## config.mk

```make
export PLATFORM = sky130hd
export DESIGN_NAME = execute_cycle
export DESIGN_NICKNAME = d
export VERILOG_FILES = /design/src/rtl/riscv_pkg.sv /design/src/rtl/execute_cycle_alu.sv /design/src/rtl/execute_cycle.sv
export SDC_FILE = /design/constraint.sdc
export NUM_CORES = 1
export LEC_CHECK = 0
export CAP_MARGIN = 10
export CORE_AREA = 2 2 242 244
export CTS_CLUSTER_DIAMETER = 200
export DETAILED_ROUTE_END_ITERATION = 16
export DIE_AREA = 0 0 244 246
export PLACE_DENSITY = 0.77
export SYNTH_ARGS = -nofsm -noshare
export SYNTH_HDL_FRONTEND = slang
export SYNTH_SLANG_ARGS = --single-unit
```

## constraint.sdc

```tcl
create_clock -name clk -period 10.4 [get_ports clk]
set_input_delay 1.04 -clock clk [delete_from_list [all_inputs] [get_ports clk]]
set_output_delay 1.04 -clock clk [all_outputs]
set_load 0.05 [all_outputs]
```

## src/rtl/riscv_pkg.sv

```systemverilog
// Shared encodings for the execute stage: ALU operations, branch funct3
// values and operand-forwarding selects.
package riscv_pkg;

  // ALU operation codes carried by ALUControlE
  localparam logic [3:0] ALU_ADD   = 4'b0000;
  localparam logic [3:0] ALU_SUB   = 4'b0001;
  localparam logic [3:0] ALU_AND   = 4'b0010;
  localparam logic [3:0] ALU_OR    = 4'b0011;
  localparam logic [3:0] ALU_XOR   = 4'b0100;
  localparam logic [3:0] ALU_SLT   = 4'b0101;
  localparam logic [3:0] ALU_SLTU  = 4'b0110;
  localparam logic [3:0] ALU_SLL   = 4'b0111;
  localparam logic [3:0] ALU_SRL   = 4'b1000;
  localparam logic [3:0] ALU_SRA   = 4'b1001;
  localparam logic [3:0] ALU_PASSB = 4'b1010;

  // Conditional-branch funct3 (InstrE[14:12]); 010/011 are never taken
  localparam logic [2:0] F3_BEQ  = 3'b000;
  localparam logic [2:0] F3_BNE  = 3'b001;
  localparam logic [2:0] F3_BLT  = 3'b100;
  localparam logic [2:0] F3_BGE  = 3'b101;
  localparam logic [2:0] F3_BLTU = 3'b110;
  localparam logic [2:0] F3_BGEU = 3'b111;

  // Forwarding selects; 11 falls back to the register-file value
  localparam logic [1:0] FWD_RD      = 2'b00;
  localparam logic [1:0] FWD_RESULTW = 2'b01;
  localparam logic [1:0] FWD_ALUM    = 2'b10;

endpackage

```

## src/rtl/execute_cycle_alu.sv

```systemverilog
// Combinational 32-bit ALU. The comparison flags look at a_i against
// cmp_b_i (the forwarded rs2), which is independent of the immediate mux so
// branch decisions never see the immediate.
module alu
  import riscv_pkg::*;
(
  input  logic [3:0]  op_i,
  input  logic [31:0] a_i,
  input  logic [31:0] b_i,
  input  logic [31:0] cmp_b_i,
  output logic [31:0] result_o,
  output logic        zero_o,
  output logic        lt_o,
  output logic        ltu_o
);

  logic signed [31:0] a_s;
  logic signed [31:0] b_s;
  logic signed [31:0] cmp_b_s;
  logic        [4:0]  shamt;

  assign a_s     = a_i;
  assign b_s     = b_i;
  assign cmp_b_s = cmp_b_i;
  assign shamt   = b_i[4:0];

  // Arithmetic/logic result; unassigned op codes produce zero
  always_comb begin
    result_o = '0;
    case (op_i)
      ALU_ADD:   result_o = a_i + b_i;
      ALU_SUB:   result_o = a_i - b_i;
      ALU_AND:   result_o = a_i & b_i;
      ALU_OR:    result_o = a_i | b_i;
      ALU_XOR:   result_o = a_i ^ b_i;
      ALU_SLT:   result_o = {31'b0, (a_s < b_s)};
      ALU_SLTU:  result_o = {31'b0, (a_i < b_i)};
      ALU_SLL:   result_o = a_i << shamt;
      ALU_SRL:   result_o = a_i >> shamt;
      ALU_SRA:   result_o = a_s >>> shamt;
      ALU_PASSB: result_o = b_i;
      default:   result_o = '0;
    endcase
  end

  // Branch comparison flags against the forwarded rs2 value
  always_comb begin
    zero_o = (a_i == cmp_b_i);
    lt_o   = (a_s < cmp_b_s);
    ltu_o  = (a_i < cmp_b_i);
  end

endmodule

```

## src/rtl/execute_cycle.sv

```systemverilog
// Execute stage: forwarding, ALU, AUIPC sum, branch/jump resolution,
// misprediction detection, predictor update, E/M register and saturating
// branch/mispredict performance counters.
module execute_cycle
  import riscv_pkg::*;
#(
  parameter int CNT_W   = 32,
  parameter int PERF_EN = 1
)
(
  input  logic             clk,
  input  logic             rst,
  input  logic             ValidE,
  input  logic             RegWriteE,
  input  logic             MemWriteE,
  input  logic [1:0]       ResultSrcE,
  input  logic             BranchE,
  input  logic             JumpE,
  input  logic             JalrE,
  input  logic             LuiE,
  input  logic             ALUSrcE,
  input  logic [3:0]       ALUControlE,
  input  logic [31:0]      RD1E,
  input  logic [31:0]      RD2E,
  input  logic [31:0]      ImmExtE,
  input  logic [31:0]      PCE,
  input  logic [31:0]      PCPlus4E,
  input  logic [31:0]      InstrE,
  input  logic [4:0]       RdE,
  input  logic [1:0]       ForwardAE,
  input  logic [1:0]       ForwardBE,
  input  logic [31:0]      ResultW,
  input  logic             PredTakenE,
  input  logic [31:0]      PredTargetE,
  output logic             RegWriteM,
  output logic             MemWriteM,
  output logic             LuiM,
  output logic [1:0]       ResultSrcM,
  output logic [31:0]      ALUResultM,
  output logic [31:0]      WriteDataM,
  output logic [31:0]      PCPlus4M,
  output logic [31:0]      InstrM,
  output logic [31:0]      AuLu_ResultM,
  output logic [4:0]       RdM,
  output logic             MispredictE,
  output logic [31:0]      RedirectPCE,
  output logic             BpUpdateE,
  output logic             BpTakenE,
  output logic [31:0]      BpPCE,
  output logic [31:0]      BpTargetE,
  output logic [CNT_W-1:0] BranchCnt,
  output logic [CNT_W-1:0] MispredCnt
);

  localparam logic [CNT_W-1:0] CNT_ONE = {{(CNT_W-1){1'b0}}, 1'b1};

  // Saturating increment: an all-ones counter stays put
  function automatic logic [CNT_W-1:0] sat_inc(input logic [CNT_W-1:0] v);
    return (&v) ? v : v + CNT_ONE;
  endfunction

  // Three-way forwarding select; the unused 11 code reads the register file
  function automatic logic [31:0] fwd_sel(input logic [1:0]  sel,
                                          input logic [31:0] rd,
                                          input logic [31:0] res_w,
                                          input logic [31:0] alu_m);
    case (sel)
      FWD_RESULTW: return res_w;
      FWD_ALUM:    return alu_m;
      default:     return rd;
    endcase
  endfunction

  // E/M register state
  logic             reg_write_q;
  logic             mem_write_q;
  logic             lui_q;
  logic [1:0]       result_src_q;
  logic [31:0]      alu_result_q;
  logic [31:0]      write_data_q;
  logic [31:0]      pc_plus4_q;
  logic [31:0]      instr_q;
  logic [31:0]      aulu_q;
  logic [4:0]       rd_q;

  logic [CNT_W-1:0] branch_cnt_q;
  logic [CNT_W-1:0] branch_cnt_d;
  logic [CNT_W-1:0] mispred_cnt_q;
  logic [CNT_W-1:0] mispred_cnt_d;

  // Execute-stage combinational datapath
  logic [31:0] src_a;
  logic [31:0] fwd_b;
  logic [31:0] src_b;
  logic [31:0] alu_result;
  logic [31:0] aulu_result;
  logic [31:0] target;
  logic        flag_eq;
  logic        flag_lt;
  logic        flag_ltu;
  logic        cond;
  logic        taken;
  logic        is_ctrl;
  logic        mispredict;

  assign src_a       = fwd_sel(ForwardAE, RD1E, ResultW, alu_result_q);
  assign fwd_b       = fwd_sel(ForwardBE, RD2E, ResultW, alu_result_q);
  assign src_b       = ALUSrcE ? ImmExtE : fwd_b;
  assign aulu_result = PCE + ImmExtE;

  alu u_alu (
    .op_i     (ALUControlE),
    .a_i      (src_a),
    .b_i      (src_b),
    .cmp_b_i  (fwd_b),
    .result_o (alu_result),
    .zero_o   (flag_eq),
    .lt_o     (flag_lt),
    .ltu_o    (flag_ltu)
  );

  // Branch condition from funct3 on the forwarded operands
  always_comb begin
    cond = 1'b0;
    case (InstrE[14:12])
      F3_BEQ:  cond = flag_eq;
      F3_BNE:  cond = ~flag_eq;
      F3_BLT:  cond = flag_lt;
      F3_BGE:  cond = ~flag_lt;
      F3_BLTU: cond = flag_ltu;
      F3_BGEU: cond = ~flag_ltu;
      default: cond = 1'b0;
    endcase
  end

  // Outcome, target and misprediction; JALR clears bit 0 of rs1+imm
  always_comb begin
    taken      = ValidE & (JumpE | (BranchE & cond));
    target     = JalrE ? ((src_a + ImmExtE) & ~32'h1) : aulu_result;
    is_ctrl    = BranchE | JumpE;
    mispredict = ValidE & (is_ctrl | PredTakenE) &
                 ((taken != PredTakenE) | (taken & (PredTargetE != target)));
  end

  assign MispredictE = mispredict;
  assign RedirectPCE = taken ? target : PCPlus4E;
  assign BpUpdateE   = ValidE & is_ctrl;
  assign BpTakenE    = taken;
  assign BpPCE       = PCE;
  assign BpTargetE   = target;

  // ---- E/M pipeline boundary ----
  // Controls are squashed on bubbles; data fields load unconditionally
  always_ff @(posedge clk or posedge rst) begin
    if (rst) begin
      reg_write_q  <= 1'b0;
      mem_write_q  <= 1'b0;
      lui_q        <= 1'b0;
      result_src_q <= '0;
      alu_result_q <= '0;
      write_data_q <= '0;
      pc_plus4_q   <= '0;
      instr_q      <= '0;
      aulu_q       <= '0;
      rd_q         <= '0;
    end else begin
      reg_write_q  <= ValidE & RegWriteE;
      mem_write_q  <= ValidE & MemWriteE;
      lui_q        <= ValidE & LuiE;
      result_src_q <= ResultSrcE;
      alu_result_q <= alu_result;
      write_data_q <= fwd_b;
      pc_plus4_q   <= PCPlus4E;
      instr_q      <= InstrE;
      aulu_q       <= aulu_result;
      rd_q         <= RdE;
    end
  end

  assign RegWriteM    = reg_write_q;
  assign MemWriteM    = mem_write_q;
  assign LuiM         = lui_q;
  assign ResultSrcM   = result_src_q;
  assign ALUResultM   = alu_result_q;
  assign WriteDataM   = write_data_q;
  assign PCPlus4M     = pc_plus4_q;
  assign InstrM       = instr_q;
  assign AuLu_ResultM = aulu_q;
  assign RdM          = rd_q;

  // Next counter values; disabled counters are pinned at zero
  always_comb begin
    branch_cnt_d  = branch_cnt_q;
    mispred_cnt_d = mispred_cnt_q;
    if (PERF_EN == 0) begin
      branch_cnt_d  = '0;
      mispred_cnt_d = '0;
    end else begin
      if (BpUpdateE)  branch_cnt_d  = sat_inc(branch_cnt_q);
      if (mispredict) mispred_cnt_d = sat_inc(mispred_cnt_q);
    end
  end

  // Performance counter registers
  always_ff @(posedge clk or posedge rst) begin
    if (rst) begin
      branch_cnt_q  <= '0;
      mispred_cnt_q <= '0;
    end else begin
      branch_cnt_q  <= branch_cnt_d;
      mispred_cnt_q <= mispred_cnt_d;
    end
  end

  assign BranchCnt  = branch_cnt_q;
  assign MispredCnt = mispred_cnt_q;

endmodule

```

# Word level (Yosys, flattened, before mapping)
# Index checks and enable logic that the tools add are counted.
[op_classes] n_addsub=6 n_lt_le_gt_ge=4 eq_ne=22 shifts=3 muxes=7 bitwise=21 reduce_logical=6
[op_table] operator="one-hot mux 32 bit (11 select lines)" n=1
[op_table] operator="< comparator 32 bit" n=4
[op_table] operator="one-hot mux 32 bit (2 select lines)" n=2
[op_table] operator="adder 32 bit" n=3
[op_table] operator="two-way mux 32 bit" n=3
[op_table] operator="adder 32 x 1 -> 32 bit (second input constant)" n=2
[op_table] operator="AND reduction 32 bit" n=2
[op_table] operator="AND 32 bit" n=1
[op_table] operator="== test 32 bit" n=1
[op_table] operator="!= test 32 bit" n=1
[op_table] operator="bitwise OR 32 bit" n=1
[op_table] operator="<< shifter 32 x 5 -> 32 bit" n=1
[op_table] operator="right shift 32 x 5 -> 32 bit" n=1
[op_table] operator=">>> shifter 32 x 5 -> 32 bit" n=1
[op_table] operator="subtractor 32 bit" n=1
[op_table] operator="bitwise XOR 32 bit" n=1
[op_table] operator="== test 4 x 3 -> 1 bit (second input constant)" n=4
[op_table] operator="== test 3 bit (second input constant)" n=4
[op_table] operator="== test 4 bit (second input constant)" n=3
[op_table] operator="AND 1 bit" n=9
[op_table] operator="== test 4 x 2 -> 1 bit (second input constant)" n=2
[op_table] operator="one-hot mux 1 bit (6 select lines)" n=1
[op_table] operator="NOT 1 bit" n=5
[op_table] operator="== test 2 x 1 -> 1 bit (second input constant)" n=2
[op_table] operator="other kinds (8)" n=13
[totals] ff_bits=234 in_bits=282

# Longest topological paths before layout
[depth] depth_word=12 mapped_depth=25

# By module
# A second synthesis with hierarchy kept.
[unflattened] cells_unflattened=3051 hier_area_um2=24033.0
[modules_own_cells] module="execute_cycle" n_inst=1 cells_each=1622 area_each_um2=14911.8 seq_area_each_um2=5855.6
[modules_own_cells] module="alu" n_inst=1 cells_each=1429 area_each_um2=9121.2 seq_area_each_um2=0.0

# Worst setup path after synthesis
# Ideal clock, no wire load.
[synth_path] path_kind="input to output" start="in ForwardAE[0]" end="out MispredictE" arrival_time_ps=6588 required_ps=9360 setup_slack_ps=2772 cell_stages=23 path_cell_list="inv_1 > ha_1 > clkbuf_1 > clkbuf_1 > clkbuf_1 > nand2_1 > o21ai_1 > inv_1 > fa_1 > nand2b_1 > a21oi_1 > o2111a_1 > o21ai_0 > o2111a_1 > o22ai_1 > xnor2_1 > nand4_1 > or4_1 > nor4b_1 > and4b_1 > buf_4 > buf_6 > nor2_1"
[synth_between] elab_cells_between_ends=20 classes_between="add/sub: 1; order compare: 2; eq/ne: 5; mux: 3; bitwise: 9"
[synth_rtl] item="start: declaration" line="execute_cycle.sv:30" text="input logic [1:0] ForwardAE,"
[synth_rtl] item="== test 2 bit or == test 2 x 1 -> 1 bit (tied branches)" line="execute_cycle.sv:67" text="case (sel)"
[synth_rtl] item="one-hot mux 32 bit (2 select lines) (*)" line="execute_cycle.sv:67"
[synth_rtl] item="adder 32 bit (*)" line="execute_cycle.sv:139" text="target = JalrE ? ((src_a + ImmExtE) & ~32'h1) : aulu_result;"
[synth_rtl] item="two-way mux 32 bit (*)" line="execute_cycle.sv:139"
[synth_rtl] item="net BpTargetE[18]" line="execute_cycle.sv:50" text="output logic [31:0] BpTargetE,"
[synth_rtl] item="!= test 32 bit (*)" line="execute_cycle.sv:142" text="((taken != PredTakenE) | (taken & (PredTargetE != target)));"
[synth_rtl] item="AND 1 bit (*)" line="execute_cycle.sv:142"
[synth_rtl] item="bitwise OR 1 bit (*)" line="execute_cycle.sv:142"
[synth_rtl] item="AND 1 bit (*)" line="execute_cycle.sv:141" text="mispredict = ValidE & (is_ctrl | PredTakenE) &"
[synth_rtl] item="end: declaration" line="execute_cycle.sv:45" text="output logic MispredictE,"
# The timed path passes the listed nets; every way through them passes the cells marked *.

# Final worst setup path
[layout_path] start="in ForwardAE[0]" end="out MispredictE"
[layout_between] elab_chain_cells=11 elab_cells_between_ends=20 classes_between="add/sub: 1; order compare: 2; eq/ne: 5; mux: 3; bitwise: 9"
[layout_lines] item="== test 2 bit or == test 2 x 1 -> 1 bit (tied branches)" line="execute_cycle.sv:67"
[layout_lines] item="one-hot mux 32 bit (2 select lines) (*)" line="execute_cycle.sv:67"
[layout_lines] item="< comparator 32 bit (tied with other cells)" line="execute_cycle_alu.sv:50" text="ltu_o = (a_i < cmp_b_i);"
[layout_lines] item="NOT 1 bit (on tied branches)" line="execute_cycle.sv:131, execute_cycle.sv:127, execute_cycle.sv:129"
[layout_lines] item="one-hot mux 1 bit (6 select lines)" line="execute_cycle.sv:125" text="case (InstrE[14:12])"
[layout_lines] item="AND 1 bit" line="execute_cycle.sv:138" text="taken = ValidE & (JumpE | (BranchE & cond));"
[layout_lines] item="bitwise OR 1 bit" line="execute_cycle.sv:138"
[layout_lines] item="AND 1 bit" line="execute_cycle.sv:138"
[layout_lines] item="!= test 1 bit or AND 1 bit (tied branches)" line="execute_cycle.sv:142"
[layout_lines] item="bitwise OR 1 bit (*)" line="execute_cycle.sv:142"
[layout_lines] item="AND 1 bit (*)" line="execute_cycle.sv:141"
# Mark *: on every way between the ends. The rest lies on a longest branch, timed or not.

==> flow_summary.toml <==
[route]
ant_nets = 0
drt_iter0_drc = 3359
vias = 26690
drcViolationCount = 0
wl_mm = 117.1
dr.pass1.iters = 7
vias_per_cell = 6.213
wl_per_cell_um = 27.26

[worst_setup_path]
critPathLaunch = "ForwardAE[0]"
crit_fanout = 32
cp_data_arrival_time_ns = 7.66
cp-end-kind = "primary output"
crit_type = "input port to primary output"
rr_startpoint = "ALUResultM[8]$_DFF_PP0_"
crit_required_ns = 9.36
startpoint_type = "input port"

[sta]
finClkSkew_ns = 0.02592
hold_viol = 0
tightest_slew_ns = 1.316
final.min_clock_period_ns = 8.701
fin_ws_ns = 1.699
tns_ns = 0
fmax_mhz = 114.9
finalSetupViolCount = 0
relSlewSlack_pct = 11.81
fin_crit_sh_pct = 83.66
maxSlewViolCount = 0
rsz0062_at_grt = "false"

[yosys]
synth_area_leaders = "dfrtp_1 (25%), ha_1 (11%), o21ai_0 (6.1%)"
synth_compound_area_share_pct = 27.50
synthCells = 3013
synth_top_family_by_area = "compound AO/OA/AOI/OAI gates"
synth_mux_area_share_pct = 3.846
synth_top_cell_by_area = "dfrtp_1"
ys_ff_latch = 234
syn_area_per_cell_um2 = 7.742
synth-edff-count = 0
yosysSeqAreaShare_pct = 25.10
synthSimpleGateAreaFrac_pct = 18.67
synthAdderAreaFrac_pct = 10.86
yosys_warnings = 0
ys_types = 91
synth_top_cell_area_share_pct = 25.10
async_flop_share_pct = 100.0
synth_area_um2 = 23330
synth_xor_area_share_pct = 7.284
synth_nets = 3495
synth_flop_cell = "dfrtp_1"

[cts]
clock_path_buffers = 3
cts_hold_buffers = 0
cts_resized = 0
insertion_delay_ns = 0.61
cts_inserted_buffers = 27
cts_tree = "done"
clkTransAtPathRegs_ns = 0.06
htree_levels = 1
cts_setup_buffers = 0
root_buffer = "clkbuf_16"
cts_sinks = 234

[die]
start_util_pct = 40.66
rows = 88
fp.coreArea_um2 = 57370
dieHeight_um = 246
ioPinCount = 615
die_w_um = 244
die-area_um2 = 60020

[outcome]
status = "complete, no violations"

[worst_hold_path]
hp-class = "flop to flop"
worstHoldStart = "MispredCnt[9]$_DFFE_PP0P_"

[global_routing]
antenna_found_initial = 17
grt_pass1_vias = 24810
grt_util_all_layers_pct = 37.15
gr-total-overflow = 0
grt_max_degree = 103
grt_pass1_wl_mm = 166.8

[final_layout]
nets = 3977
syn_to_final_growth_pct = 32.35
drive_above_1_share_pct = 5.432

[power_and_ir_drop]
power.density_nw_per_um2 = 172.2
p_leak_nw = 13.11
ir_worst_vdd_v = 0.0001597

[placed_design]
port_buffers = 614
gp_routability_congestion = 1.149
place_ws_ns = 1.881
hpwl_mm = 93.65

[flow_run]
cap_violations = 0
## critical path, stage by stage
cell,delay (ns)
clkdlybuf4s50_1,0.43
inv_1,0.07
ha_2,0.72
a22oi_1,0.20
o21ai_1,0.69
inv_1,0.26
fa_1,0.49
xnor2_1,0.15
mux2_2,0.29
xor2_1,0.16
a211o_1,0.27
nor4_1,0.55
nand4_1,0.16
nor4b_1,0.31
nand4_1,0.20
or4_1,0.53
nor4b_1,0.27
and4b_1,0.22
buf_4,0.34
nor2_1,0.08
buf_4,0.20
## synthesized netlist by cell type, drive strengths merged, types with 14 or more instances
cell    number
and3        32
xor2        76
nand4       29
a31oi       32
ha         196
nor3        53
a221oi      27
or3         21
and2        19
o21a        21
mux2i       33
nand3       76
clkbuf     158
a22oi       37
o21bai      22
o22ai       22
o211ai      47
a21oi      229
mux2        50
nand2      317
nor4        31
xnor2      105
o21ai      303
a211oi      34
inv        162
nand2b      25
a21o        45
buf         55
nor2       269
dfrtp      234
o221ai      14
a221o       46
## flip-flops by register name, summed over array words and instances (netlist names), 2 cells and up
| register | flops |
|---|---|
| AuLu_ResultM | 32 |
| WriteDataM | 32 |
| MispredCnt | 32 |
| ResultSrcM | 2 |
| InstrM | 32 |
| BranchCnt | 32 |
| ALUResultM | 32 |
| RdM | 5 |
| PCPlus4M | 32 |
## metal layers
layer / share of wire (%) / vias up / global-route usage [%] / wire length, um
met5: 0.0085 / - / 0 / 10
met4: 7.9 / 2 / 25.13 / 9239
met3: 11 / 402 / 7.952 / 12880
met2: 45 / 1896 / 58.99 / 52250
met1: 36 / 12510 / 45.24 / 42690
li1: - / 11880 / - / -
## layout by cell type, fill, tap and decap left out, drive strengths merged, types with 12 or more instances in the layout
master / instances
a22oi: 37
diode: 14
and2: 19
o221ai: 14
o21a: 21
nand4: 29
nand2b: 25
a31oi: 32
nand3: 76
buf: 56
dfrtp: 234
a21o: 45
or3: 21
nor3: 53
xor2: 76
o31ai: 12
a21boi: 12
o211ai: 47
and3: 32
o22ai: 22
inv: 164
nor4: 31
clkdlybuf4s50: 610
xnor2: 105
a21oi: 229
nor2b: 12
nor2: 269
a221o: 46
mux2: 50
clkbuf: 38
a221oi: 27
mux2i: 33
nand2: 317
o21bai: 22
a211oi: 34
ha: 196
o21ai: 303
## area by class of cell
type	instances	area, um2
timing repair buffer	666	6531
inverter	165	626.9
clock inverter	12	140.1
multi-input combinational	2401	15960
tap	765	957.2
sequential	234	5856
fill	5369	26490
clock buffer	38	767.0
antenna	14	35.03
## path summary, 6_finish.rpt
path,to,slack [ns],depth (start not counted)
setup reg to reg,MispredCnt[1]$_DFFE_PP0P_,4.35,18
min in group asynchronous,ALUResultM[12]$_DFF_PP0_,0.98,2
hold reg to reg,MispredCnt[9]$_DFFE_PP0P_,0.49,1
hold / removal,MispredCnt[9]$_DFFE_PP0P_,0.49,1
max in group asynchronous,BranchCnt[30]$_DFFE_PP0P_,7.98,3
setup / recovery,MispredictE,1.70,21
## report_power, final
group	switching (W)	internal, W
clock network	0.000431	0.000567
registers	0.000113	0.00103
logic	0.00212	0.00105
## cells by family (layout without fill, tap and decap cells)
family | Yosys count | count (layout)
flops | 234 | 234
fa+ha+maj | 200 | 200
simple gates | 938 | 938
other cells | 0 | 14
mux | 83 | 83
buf+inv | 378 | 881
compound gates | 994 | 994
xor+xnor | 186 | 186
## per-stage QoR
step	hold WS, ns	std cells	instance area [um2]	power [W]	util (%)
finish	0.4934	4295	30870	0.005316	53.82
floorplan	0.7890	3013	23330	0.003104	-
CTS	0.4882	4281	30840	0.005247	53.76
global route	0.5039	4292	30870	0.005520	53.81
global placement	0.4724	4231	29930	0.004230	52.18
detailed placement	0.4755	4231	29930	0.004237	52.18
Power figures use the tool's default switching activity.
